$ cat config.mk
export PLATFORM = sky130hd
export DESIGN_NAME = clk_div_monitor_flat
export DESIGN_NICKNAME = d
export VERILOG_FILES = /design/src/rtl/clk_div_monitor_if.sv /design/src/rtl/clk_div_monitor.sv /design/src/flat_wrapper.sv
export SDC_FILE = /design/constraint.sdc
export NUM_CORES = 1
export LEC_CHECK = 0
export BUFFER_PORTS_ARGS = -buffer_cell sky130_fd_sc_hd__buf_2
export CAP_MARGIN = 15
export CORE_MARGIN = 10
export CORE_UTILIZATION = 60
export DETAILED_ROUTE_END_ITERATION = 10
export HOLD_SLACK_MARGIN = 0.15
export PLACE_DENSITY = 0.93
export SLEW_MARGIN = 30
export SYNTH_ARGS = -nofsm -noshare
export SYNTH_HDL_FRONTEND = slang
export SYNTH_SLANG_ARGS = --single-unit
$ cat constraint.sdc
create_clock -name clk -period 6.32 [get_ports clk]
set_input_delay 0.316 -clock clk [delete_from_list [all_inputs] [get_ports clk]]
set_output_delay 0.316 -clock clk [all_outputs]
set_load 0.05 [all_outputs]
$ cat src/rtl/clk_div_monitor_if.sv
// Bundle between a divided-clock source and its receive-side monitor.
// The master drives the clock under test and enable; the slave reports measurements.
interface clk_div_monitor_if #(
   parameter int CNT_W = 8
);
   logic             clk_in;
   logic             en;
   logic [CNT_W-1:0] period;
   logic [CNT_W-1:0] high_time;
   logic             meas_valid;
   logic             locked;
   logic             err;
   logic             stuck;

   modport master (
      output clk_in, en,
      input  period, high_time, meas_valid, locked, err, stuck
   );

   modport slave (
      input  clk_in, en,
      output period, high_time, meas_valid, locked, err, stuck
   );
endinterface

$ cat src/rtl/clk_div_monitor.sv
// Measures a divided clock (period and high time) in reference-clock cycles,
// declares lock after consecutive in-spec periods, and flags mismatches and stalls.
module clk_div_monitor #(
   parameter int CNT_W       = 8,
   parameter int EXP_DIV     = 15,
   parameter int TOL         = 0,
   parameter int LOCK_CNT    = 4,
   parameter int TIMEOUT     = 64,
   parameter int SYNC_STAGES = 2
) (
   input  logic             clk,
   input  logic             rst,
   clk_div_monitor_if.slave mon
);

   typedef enum logic [1:0] {
      UNLOCKED = 2'd0,
      ACQ      = 2'd1,
      LOCKED   = 2'd2
   } state_e;

   localparam int               MCNT_W    = $clog2(LOCK_CNT + 1);
   localparam logic [CNT_W-1:0] CNT_MAX   = '1;
   localparam logic [CNT_W-1:0] CNT_ONE   = CNT_W'(1);
   localparam logic [CNT_W-1:0] TIMEOUT_C = CNT_W'(TIMEOUT);
   localparam logic [CNT_W-1:0] EXP_C     = CNT_W'(EXP_DIV);
   localparam logic [CNT_W-1:0] TOL_C     = CNT_W'(TOL);
   localparam logic [CNT_W-1:0] HALF_LO   = CNT_W'(EXP_DIV / 2);
   localparam logic [CNT_W-1:0] HALF_HI   = CNT_W'((EXP_DIV + 1) / 2);
   localparam logic [MCNT_W-1:0] LOCK_C   = MCNT_W'(LOCK_CNT);

   logic [SYNC_STAGES-1:0] sync_q, sync_d;
   logic                   s_dly_q, s_dly_d;
   logic [CNT_W-1:0]       cnt_q, cnt_d;
   logic [CNT_W-1:0]       hcnt_q, hcnt_d;
   logic [MCNT_W-1:0]      mcnt_q, mcnt_d;
   logic                   first_q, first_d;
   state_e                 state_q, state_d;
   logic [CNT_W-1:0]       period_q, period_d;
   logic [CNT_W-1:0]       high_time_q, high_time_d;
   logic                   meas_valid_q, meas_valid_d;
   logic                   locked_q, locked_d;
   logic                   err_q, err_d;
   logic                   stuck_q, stuck_d;

   logic             s;
   logic             rise;
   logic             arm;
   logic             valid;
   logic             timeout;
   logic [CNT_W-1:0] period_diff;
   logic             match;

   // SYNC_STAGES must be at least 2 for the shift below to be well formed
   assign sync_d  = {sync_q[SYNC_STAGES-2:0], mon.clk_in};
   assign s       = sync_q[SYNC_STAGES-1];
   assign s_dly_d = s;
   assign rise    = s & ~s_dly_q;

   assign arm         = mon.en & rise & first_q;
   assign valid       = mon.en & rise & ~first_q;
   assign timeout     = mon.en & ~rise & (cnt_q == TIMEOUT_C);
   assign period_diff = (cnt_q >= EXP_C) ? (cnt_q - EXP_C) : (EXP_C - cnt_q);
   assign match       = (period_diff <= TOL_C) && ((hcnt_q == HALF_LO) || (hcnt_q == HALF_HI));

   always_comb begin
      cnt_d  = cnt_q;
      hcnt_d = hcnt_q;
      if (!mon.en) begin
         cnt_d  = '0;
         hcnt_d = '0;
      end else if (rise) begin
         cnt_d  = CNT_ONE;
         hcnt_d = CNT_ONE;
      end else begin
         if (cnt_q != CNT_MAX) cnt_d = cnt_q + CNT_ONE;
         if (s && (hcnt_q != CNT_MAX)) hcnt_d = hcnt_q + CNT_ONE;
      end
   end

   always_ff @(posedge clk or negedge rst) begin
      if (!rst) begin
         state_q <= UNLOCKED;
         mcnt_q  <= '0;
         first_q <= 1'b1;
      end else begin
         state_q <= state_d;
         mcnt_q  <= mcnt_d;
         first_q <= first_d;
      end
   end

   // A disable or a stall sends the FSM back to UNLOCKED and re-arms the first flag
   always_comb begin
      state_d = state_q;
      mcnt_d  = mcnt_q;
      first_d = first_q;
      if (!mon.en || timeout) begin
         state_d = UNLOCKED;
         mcnt_d  = '0;
         first_d = 1'b1;
      end else if (arm) begin
         state_d = ACQ;
         mcnt_d  = '0;
         first_d = 1'b0;
      end else if (valid) begin
         case (state_q)
            ACQ: begin
               if (match) begin
                  mcnt_d = mcnt_q + 1'b1;
                  if (mcnt_d == LOCK_C) state_d = LOCKED;
               end else begin
                  mcnt_d = '0;
               end
            end
            LOCKED: begin
               if (!match) begin
                  state_d = ACQ;
                  mcnt_d  = '0;
               end
            end
            default: state_d = state_q;
         endcase
      end
   end

   always_comb begin
      meas_valid_d = valid;
      err_d        = valid & ~match & (state_q == LOCKED);
      locked_d     = (state_d == LOCKED);
      period_d     = valid ? cnt_q  : period_q;
      high_time_d  = valid ? hcnt_q : high_time_q;
      stuck_d      = stuck_q;
      if (!mon.en || rise) stuck_d = 1'b0;
      else if (timeout)    stuck_d = 1'b1;
   end

   always_ff @(posedge clk or negedge rst) begin
      if (!rst) begin
         sync_q       <= '0;
         s_dly_q      <= 1'b0;
         cnt_q        <= '0;
         hcnt_q       <= '0;
         period_q     <= '0;
         high_time_q  <= '0;
         meas_valid_q <= 1'b0;
         locked_q     <= 1'b0;
         err_q        <= 1'b0;
         stuck_q      <= 1'b0;
      end else begin
         sync_q       <= sync_d;
         s_dly_q      <= s_dly_d;
         cnt_q        <= cnt_d;
         hcnt_q       <= hcnt_d;
         period_q     <= period_d;
         high_time_q  <= high_time_d;
         meas_valid_q <= meas_valid_d;
         locked_q     <= locked_d;
         err_q        <= err_d;
         stuck_q      <= stuck_d;
      end
   end

   assign mon.period     = period_q;
   assign mon.high_time  = high_time_q;
   assign mon.meas_valid = meas_valid_q;
   assign mon.locked     = locked_q;
   assign mon.err        = err_q;
   assign mon.stuck      = stuck_q;

endmodule

$ cat src/flat_wrapper.sv
// flat-port wrapper written by rule: the top's interface ports become plain ports
module clk_div_monitor_flat 
#(
   parameter int CNT_W       = 8,
   parameter int EXP_DIV     = 15,
   parameter int TOL         = 0,
   parameter int LOCK_CNT    = 4,
   parameter int TIMEOUT     = 64,
   parameter int SYNC_STAGES = 2
)
  (clk, rst, mon_clk_in, mon_en, mon_period, mon_high_time, mon_meas_valid, mon_locked, mon_err, mon_stuck);
  clk_div_monitor_if #(.CNT_W(CNT_W)) mon_i ();
  input  logic clk;
  input  logic rst;
  input wire logic [$bits(mon_i.clk_in)-1:0] mon_clk_in;
  input wire logic [$bits(mon_i.en)-1:0] mon_en;
  output wire logic [$bits(mon_i.period)-1:0] mon_period;
  output wire logic [$bits(mon_i.high_time)-1:0] mon_high_time;
  output wire logic [$bits(mon_i.meas_valid)-1:0] mon_meas_valid;
  output wire logic [$bits(mon_i.locked)-1:0] mon_locked;
  output wire logic [$bits(mon_i.err)-1:0] mon_err;
  output wire logic [$bits(mon_i.stuck)-1:0] mon_stuck;
  assign mon_i.clk_in = mon_clk_in;
  assign mon_i.en = mon_en;
  assign mon_period = mon_i.period;
  assign mon_high_time = mon_i.high_time;
  assign mon_meas_valid = mon_i.meas_valid;
  assign mon_locked = mon_i.locked;
  assign mon_err = mon_i.err;
  assign mon_stuck = mon_i.stuck;
  clk_div_monitor #(.CNT_W(CNT_W), .EXP_DIV(EXP_DIV), .TOL(TOL), .LOCK_CNT(LOCK_CNT), .TIMEOUT(TIMEOUT), .SYNC_STAGES(SYNC_STAGES)) u_core (.clk(clk), .rst(rst), .mon(mon_i));
endmodule
==> metrics.txt, run 1 <==
# TYPE chip_impl_metric gauge
chip_impl_metric{name="first_global_vias",unit=""} 1780
chip_impl_metric{name="critical_path_cell_count",unit=""} 7
chip_impl_metric{name="ff2ff_path_depth",unit=""} 7
chip_impl_metric{name="total_die_area",unit="um2"} 6784
chip_impl_metric{name="count_of_filler_cells_inserted_in_the_layout",unit=""} 309
chip_impl_metric{name="synth.yosys.seq_area_share",unit="%"} 48.31
chip_impl_info{name="critPathSlowestCell",value="or3_1"} 1
chip_impl_info{name="rsz0062_at_grt",value="false"} 1
chip_impl_info{name="critPathCapture",value="u_core.mon.locked"} 1
chip_impl_metric{name="via_per_inst",unit=""} 5.878
chip_impl_metric{name="fmaxAchievable",unit="MHz"} 437.4
chip_impl_metric{name="critical-path-max-stage-delay",unit="ps"} 690
chip_impl_metric{name="io-pin-count",unit=""} 24
chip_impl_metric{name="post-route-period-util",unit="%"} 36.17
chip_impl_metric{name="worst_clock_skew",unit="ps"} 9.931
chip_impl_metric{name="gp_congestion",unit=""} 0.9198
chip_impl_metric{name="chipHeight",unit="um"} 82.37
chip_impl_metric{name="power.total",unit="mW"} 0.5307
chip_impl_metric{name="routed-via-count",unit=""} 1740
chip_impl_metric{name="antenna_found_initial",unit=""} 0
chip_impl_metric{name="fin_tns_setup",unit="ps"} 0
chip_impl_metric{name="p_sw_share",unit="%"} 26.37
chip_impl_metric{name="final_layout_size_suffix_gt1_share",unit="%"} 23.39
chip_impl_info{name="cts_root_buf",value="clkbuf_8"} 1
chip_impl_metric{name="fp.dieW",unit="um"} 82.37
chip_impl_metric{name="worstPathArrival",unit="ps"} 2480
chip_impl_info{name="outcome",value="complete, no violations"} 1
chip_impl_metric{name="grt_first_pass_wirelength",unit="um"} 8135
chip_impl_metric{name="layout.area.seq",unit="um2"} 1127
chip_impl_metric{name="finalSetupViolations",unit=""} 0
chip_impl_metric{name="total_switching_power",unit="mW"} 0.1399
chip_impl_metric{name="clk_pin_slew_worst_setup_hold_paths",unit="ps"} 80
chip_impl_info{name="cp-start-kind",value="flip-flop"} 1
chip_impl_metric{name="floorplan.core_area",unit="um2"} 3716
chip_impl_info{name="critical_path.cell_chain",value="nand2b_1 > or3_1 > inv_2 > o211ai_1 > o21ai_1 > a32o_2 > o211a_1"} 1
chip_impl_metric{name="maxSlewViolCount",unit=""} 0
chip_impl_metric{name="area_growth_syn_to_layout",unit="%"} 10.19
chip_impl_metric{name="syn-instance-count",unit=""} 222
chip_impl_metric{name="total_leakage_power",unit="nW"} 1.245
chip_impl_metric{name="endpoint_required_time_on_the_critical_path",unit="ps"} 6510
chip_impl_metric{name="number_of_clock_buffers_inserted_by_tritoncts",unit=""} 5
chip_impl_info{name="critical_path.reg2reg.startpoint",value="u_core.sync_q[1]"} 1
chip_impl_metric{name="routed_wire_length_per_instance",unit="um"} 16.07
chip_impl_metric{name="grt_max_degree",unit=""} 46
chip_impl_metric{name="peakVddDrop",unit="mV"} 0.1439
chip_impl_metric{name="h-tree-depth",unit=""} 2
chip_impl_info{name="setup.worst_path.end_class",value="flip-flop"} 1
chip_impl_metric{name="multi_input_area",unit="um2"} 1102
chip_impl_metric{name="postRouteAntennaNets",unit=""} 0
chip_impl_metric{name="floorplan.rows",unit=""} 22
chip_impl_metric{name="syn-mean-instance-area",unit="um2"} 10.51
chip_impl_metric{name="syn_nets",unit=""} 238
chip_impl_metric{name="routed_wirelength",unit="um"} 4758
chip_impl_metric{name="setup_slack_on_the_worst_flop_to_flop_path",unit="ps"} 4030
chip_impl_metric{name="numClockSinks",unit=""} 45
chip_impl_metric{name="hold_slack_final",unit="ps"} 214.6
chip_impl_metric{name="max_slew_margin",unit="%"} 43.84
chip_impl_metric{name="synth.ff_latch_count",unit=""} 45
chip_impl_metric{name="power_density",unit="nW/um2"} 206.4
chip_impl_metric{name="yosysWarningCount",unit=""} 0
chip_impl_metric{name="final_net_count",unit=""} 263
chip_impl_metric{name="power.share.sequential",unit="%"} 57.1
chip_impl_metric{name="clockPowerShare",unit="%"} 32.6
chip_impl_metric{name="diodes",unit=""} 0
chip_impl_info{name="cpLargestDelayFamily",value="simple AND/OR/NAND/NOR gates"} 1
chip_impl_metric{name="drt_iter0_drc",unit=""} 227
chip_impl_metric{name="timing.final.crit_period",unit="ps"} 2286
chip_impl_metric{name="longest_clk_path_bufs",unit=""} 2
chip_impl_metric{name="synth_cell_type_count",unit=""} 49
chip_impl_metric{name="grt_overflow_total",unit=""} 0
chip_impl_info{name="path_class",value="flip-flop to flip-flop"} 1
chip_impl_metric{name="crit_path_max_fanout",unit=""} 18
chip_impl_metric{name="tightestPinTransition",unit="ps"} 842.4
chip_impl_metric{name="comb_power_share",unit="%"} 10.3
chip_impl_metric{name="intPower",unit="mW"} 0.3907
chip_impl_metric{name="clock_latency",unit="ps"} 300
chip_impl_metric{name="remaining_drc_errors",unit=""} 0
chip_impl_metric{name="grt.total_usage",unit="%"} 15.49
chip_impl_metric{name="buffers_on_ports",unit=""} 23
chip_impl_metric{name="path_buf_inv",unit=""} 1
chip_impl_metric{name="detailedPlacementHpwl",unit="um"} 3287
chip_impl_info{name="holdCritPathClass",value="primary input to flip-flop"} 1
chip_impl_metric{name="final-hold-violation-count",unit=""} 0
chip_impl_metric{name="drtPass1Iterations",unit=""} 4
chip_impl_info{name="critPathLaunch",value="u_core.sync_q[1]"} 1
chip_impl_metric{name="cap_violations",unit=""} 0
chip_impl_info{name="tritoncts",value="built"} 1
chip_impl_metric{name="syn-cell-area",unit="um2"} 2333
chip_impl_metric{name="initial_core_utilization",unit="%"} 62.79
chip_impl_info{name="worst_r2r_end",value="u_core.mon.locked"} 1
## area by class of cell
class / instances / share of cell area [%]
inverters: 16 / 2.336
repair buffers: 25 / 5.353
clock buffers: 7 / 2.968
flip-flops and latches: 45 / 43.84
multi-input cells: 154 / 42.87
clock inverters: 1 / 0.2920
well taps: 48 / 2.336
## layer usage
layer / track usage (%) / vias to the layer above / routed length, um
met2: 26.91 / 59 / 2412
met1: 17.60 / 848 / 1970
met4: 6.803 / 0 / 42
met5: 0 / - / 0
met3: 3.888 / 7 / 333
li1: - / 826 / -
## cell families (layout without fill, tap and decap cells)
kind of cell | Yosys count | count (layout) | synth area share [%]
AOI/OAI and AO/OA | 40 | 40 | 11.80
muxes | 18 | 18 | 8.579
and+or+nand+nor | 72 | 72 | 15.93
DFF | 45 | 45 | 48.31
xor gates and xnor gates | 12 | 12 | 4.504
adders and majority gates | 12 | 12 | 6.434
buffers and inverters | 23 | 49 | 4.450
## stage by stage
stage	util, %	instance area, um2	worst slack (ps)	cells
after CTS	68.86	2559	4028	295
after floorplan	-	2333	4334	222
after detailed placement	66.33	2465	4057	286
final	69.19	2571	4034	296
after global placement	66.33	2465	4140	286
after global routing	69.19	2571	3846	296
## placed cells by master, fill, tap and decap left out, types with 6 or more instances in the layout
master and n:
nand4_1 7, xnor2_1 8, inv_1 13, ha_1 12, dfrtp_1 44, a21oi_1 8, nor2_1 21, buf_2 22
nand3_1 6, o21ai_0 10, nand2_1 15, mux2_2 16
## cell usage after synthesis, drive strengths merged
master	n	area [um2]
a211oi	5	37.54
a21o	1	7.510
a21oi	8	40.04
a311oi	1	8.760
a31oi	1	6.260
a32o	2	21.27
and2	2	15.01
and3	3	21.27
and4	2	20.02
and4bb	1	12.51
buf	4	31.27
clkbuf	3	12.51
dfrtp	44	1101
dfstp	1	26.28
ha	12	150.1
inv	16	60.06
mux2	16	180.2
mux2i	2	20.02
nand2	15	56.30
nand2b	1	6.260
nand3	6	30.03
nand3b	3	22.52
nand4	7	43.79
nor2	21	78.83
nor2b	3	18.77
nor3	4	20.02
nor3b	1	7.510
nor4	1	6.260
o211a	2	20.02
o211ai	2	20.02
o21a	1	7.510
o21ai	13	65.06
o22ai	1	6.260
o311ai	1	8.760
o32a	1	10.01
o41ai	1	16.27
or2	1	6.260
or3	1	6.260
xnor2	8	70.07
xor2	4	35.03
## worst min-delay path by stage
stage / startpoint / end / slack, ps / cells past startpoint
floorplan: rst / u_core.cnt_q[0] / 20 / 0
global placement: u_core.sync_q[0] / u_core.sync_q[1] / 340 / 0
detailed placement: u_core.sync_q[0] / u_core.sync_q[1] / 350 / 0
CTS: rst / u_core.cnt_q[3] / 190 / 1
global route: mon_en / u_core.first_q / 230 / 2
finish: mon_en / u_core.first_q / 210 / 2
## power groups by stage
stage | sequential, mW | clock, mW | combinational [mW]
floorplan | 0.323 | 0 | 0.0214
global placement | 0.308 | 0 | 0.0525
detailed placement | 0.309 | 0 | 0.0540
CTS | 0.303 | 0.176 | 0.0547
global route | 0.305 | 0.190 | 0.0599
finish | 0.303 | 0.173 | 0.0547
## state kept, by name (all words and copies together) (netlist names)
signal	flops
u_core.state_q	2
u_core.s_dly_q	1
u_core.cnt_q	8
u_core.mon.high_time	8
u_core.mon.locked	1
u_core.mon.meas_valid	1
u_core.hcnt_q	8
u_core.first_q	1
u_core.mon.err	1
u_core.sync_q	2
u_core.mon.stuck	1
u_core.mcnt_q	3
u_core.mon.period	8
## repair_timing
item                                   in CTS  in global routing
buffers inserted                            0                  0
hold buffers                                1                  1
endpoints found under the hold margin       1                 44
resized for setup                           0                  0
Note: power is estimated with default switching activity, not from simulation.
==> inputs of run 2 (changes only) <==
- CORE_UTILIZATION: 60 -> 58
- PLACE_DENSITY: 0.93 -> 0.91
- clock period: 6.32 -> 2.35 ns (I/O delays scaled with it)
==> run 2 against run 1 <==
Die area is 2.6% higher. Via count decreased by 0.11%. First-iteration DRC count down 50%. Highest routed layer unchanged.
==> metrics.txt, run 2 (synthesis results as in run 1) <==
# TYPE chip_impl_metric gauge
chip_impl_metric{name="final_layout_size_suffix_gt1_share",unit="%"} 25.40
chip_impl_info{name="layout_common_cells",value="dfrtp_1 (44), buf_2 (22), nor2_1 (21)"} 1
chip_impl_metric{name="finalSetupViolations",unit=""} 0
chip_impl_metric{name="grt_overflow_total",unit=""} 0
chip_impl_info{name="most_common_cell_after_layout_fill_and_taps_aside",value="dfrtp_1"} 1
chip_impl_metric{name="fin_tns_setup",unit="ps"} 0
chip_impl_metric{name="h-tree-depth",unit=""} 2
chip_impl_metric{name="chipHeight",unit="um"} 83.43
chip_impl_info{name="critical_path.cell_chain",value="inv_1 > ha_1 > o311ai_1 > nand4_1 > o41ai_2 > o21ai_0"} 1
chip_impl_metric{name="longest_clk_path_bufs",unit=""} 2
chip_impl_metric{name="layout.area.seq",unit="um2"} 1127
chip_impl_metric{name="first_global_vias",unit=""} 1737
chip_impl_info{name="setup.worst_path.end_class",value="flip-flop"} 1
chip_impl_metric{name="ff2ff_path_depth",unit=""} 6
chip_impl_info{name="cts_root_buf",value="clkbuf_8"} 1
chip_impl_metric{name="global_routing_met2_resource_utilization",unit="%"} 22.42
chip_impl_metric{name="postCtsSetupBuffers",unit=""} 0
chip_impl_metric{name="crit_path_max_fanout",unit=""} 9
chip_impl_metric{name="clk_pin_slew_worst_setup_hold_paths",unit="ps"} 90
chip_impl_metric{name="peakVddDrop",unit="mV"} 0.4769
chip_impl_info{name="critPathLaunch",value="u_core.cnt_q[4]"} 1
chip_impl_info{name="critPathSlowestCell",value="dfrtp_1"} 1
chip_impl_metric{name="clock_latency",unit="ps"} 310
chip_impl_metric{name="remaining_drc_errors",unit=""} 0
chip_impl_metric{name="numClockSinks",unit=""} 45
chip_impl_metric{name="endpoint_required_time_on_the_critical_path",unit="ps"} 2530
chip_impl_metric{name="grt_first_pass_wirelength",unit="um"} 8197
chip_impl_metric{name="grt.total_usage",unit="%"} 13.74
chip_impl_metric{name="p_sw_share",unit="%"} 27.20
chip_impl_metric{name="fmaxAchievable",unit="MHz"} 461.3
chip_impl_metric{name="placement.setup.worst_slack",unit="ps"} 213.6
chip_impl_metric{name="final_net_count",unit=""} 267
chip_impl_metric{name="final-hold-violation-count",unit=""} 0
chip_impl_metric{name="diodes",unit=""} 0
chip_impl_metric{name="routed_wire_length_per_instance",unit="um"} 15.67
chip_impl_metric{name="postRouteAntennaNets",unit=""} 0
chip_impl_info{name="globalRoute.busiestLayer",value="met2"} 1
chip_impl_metric{name="tightestPinTransition",unit="ps"} 552.1
chip_impl_metric{name="area_growth_syn_to_layout",unit="%"} 11.90
chip_impl_metric{name="antenna_found_initial",unit=""} 0
chip_impl_metric{name="multi_input_area",unit="um2"} 1107
chip_impl_metric{name="max_slew_margin",unit="%"} 63.19
chip_impl_metric{name="buffers_on_ports",unit=""} 23
chip_impl_metric{name="floorplan.rows",unit=""} 22
chip_impl_info{name="outcome",value="complete, no violations"} 1
chip_impl_metric{name="grt_max_degree",unit=""} 46
chip_impl_metric{name="routed_wirelength",unit="um"} 4700
chip_impl_info{name="rsz0062_at_grt",value="false"} 1
chip_impl_metric{name="count_of_filler_cells_inserted_in_the_layout",unit=""} 291
chip_impl_metric{name="drtPass1Iterations",unit=""} 4
chip_impl_metric{name="total_die_area",unit="um2"} 6961
chip_impl_metric{name="worst_clock_skew",unit="ps"} 10.13
chip_impl_metric{name="detailedPlacementHpwl",unit="um"} 3339
chip_impl_metric{name="worst_slack",unit="ps"} 182.1
chip_impl_info{name="holdCritPathClass",value="primary input to asynchronous set/reset pin"} 1
chip_impl_info{name="critical_path.reg2reg.startpoint",value="u_core.cnt_q[4]"} 1
chip_impl_metric{name="power_density",unit="nW/um2"} 551.9
chip_impl_metric{name="floorplan.core_area",unit="um2"} 3771
chip_impl_metric{name="clockPowerShare",unit="%"} 33.0
chip_impl_metric{name="intPower",unit="mW"} 1.049
chip_impl_metric{name="groute.layer.met3.usage",unit="%"} 4.590
chip_impl_info{name="path_class",value="flip-flop to flip-flop"} 1
chip_impl_metric{name="total_switching_power",unit="mW"} 0.3921
chip_impl_metric{name="total_leakage_power",unit="nW"} 1.269
chip_impl_metric{name="drt_iter0_drc",unit=""} 114
chip_impl_info{name="tritoncts",value="built"} 1
chip_impl_metric{name="routed-via-count",unit=""} 1738
chip_impl_metric{name="comb_power_share",unit="%"} 10.4
chip_impl_metric{name="maxSlewViolCount",unit=""} 0
chip_impl_metric{name="gp_congestion",unit=""} 0.9608
chip_impl_metric{name="cap_violations",unit=""} 0
chip_impl_metric{name="critical-path-max-stage-delay",unit="ps"} 510
chip_impl_metric{name="post-route-period-util",unit="%"} 92.25
chip_impl_metric{name="timing.final.crit_period",unit="ps"} 2168
chip_impl_metric{name="number_of_clock_buffers_inserted_by_tritoncts",unit=""} 5
chip_impl_metric{name="io-pin-count",unit=""} 24
chip_impl_metric{name="worstPathArrival",unit="ps"} 2350
chip_impl_metric{name="initial_core_utilization",unit="%"} 61.88
chip_impl_metric{name="use_met1",unit="%"} 16.08
chip_impl_metric{name="power.share.sequential",unit="%"} 56.6
chip_impl_metric{name="via_per_inst",unit=""} 5.793
chip_impl_info{name="cp-start-kind",value="flip-flop"} 1
chip_impl_metric{name="fp.dieW",unit="um"} 83.43
-- run 2: cell type report --
type                            count  area share, %
Clock inverter                      3         0.6708
Clock buffer                        5          2.635
Sequential cell                    45          43.17
Timing Repair Buffer               29          6.517
Inverter                           16          2.300
Tap cell                           48          2.300
Multi-Input combinational cell    154          42.41
-- run 2: path summary, 6_finish.rpt --
path | end | slack (ps)
max | u_core.state_q[0] | 180
min | u_core.cnt_q[2] | 340
max reg2reg | u_core.state_q[0] | 180
min reg2reg | u_core.sync_q[1] | 360
max in group asynchronous | u_core.first_q | 1620
min in group clk | u_core.sync_q[1] | 360
-- run 2: worst max-delay path, delay by kind of cell, from the launching register on --
family,cells,cell delay (ps)
compound gates,3,810
fa+ha+maj,1,310
buf+inv,1,150
flops,1,510
simple gates,1,270
-- run 2: repair_timing --
item / CTS / global route
hold buffers: 3 / 0
endpoints found under the setup margin: 0 / 2
endpoints found under the hold margin: 48 / 0
resized for setup: 0 / 1
-- run 2: metrics by stage --
stage / total power [mW] / util [%] / instance area [um2] / std cells / hold slack [ps]
finish: 1.441 / 69.24 / 2611 / 300 / 340.8
global route: 1.496 / 69.24 / 2611 / 300 / 384.6
CTS: 1.448 / 69.04 / 2604 / 300 / 363.0
detailed placement: 0.9776 / 65.96 / 2487 / 289 / 227.6
global placement: 0.9728 / 65.96 / 2487 / 289 / 225.3
floorplan: 0.9269 / - / 2333 / 222 / -178.1
-- run 2: power by group through the flow --
| stage | combinational, mW | clock (mW) | sequential (mW) |
|---|---|---|---|
| global route | 0.166 | 0.510 | 0.820 |
| global placement | 0.144 | 0 | 0.829 |
| floorplan | 0.0575 | 0 | 0.869 |
| detailed placement | 0.146 | 0 | 0.831 |
| CTS | 0.151 | 0.481 | 0.816 |
| finish | 0.150 | 0.476 | 0.816 |
-- run 2: routing by layer --
layer | share of wire [%] | wire (um)
met1 | 44 | 2074
met2 | 47 | 2222
met3 | 6.0 | 282
met4 | 2.6 | 120
met5 | 0 | 0
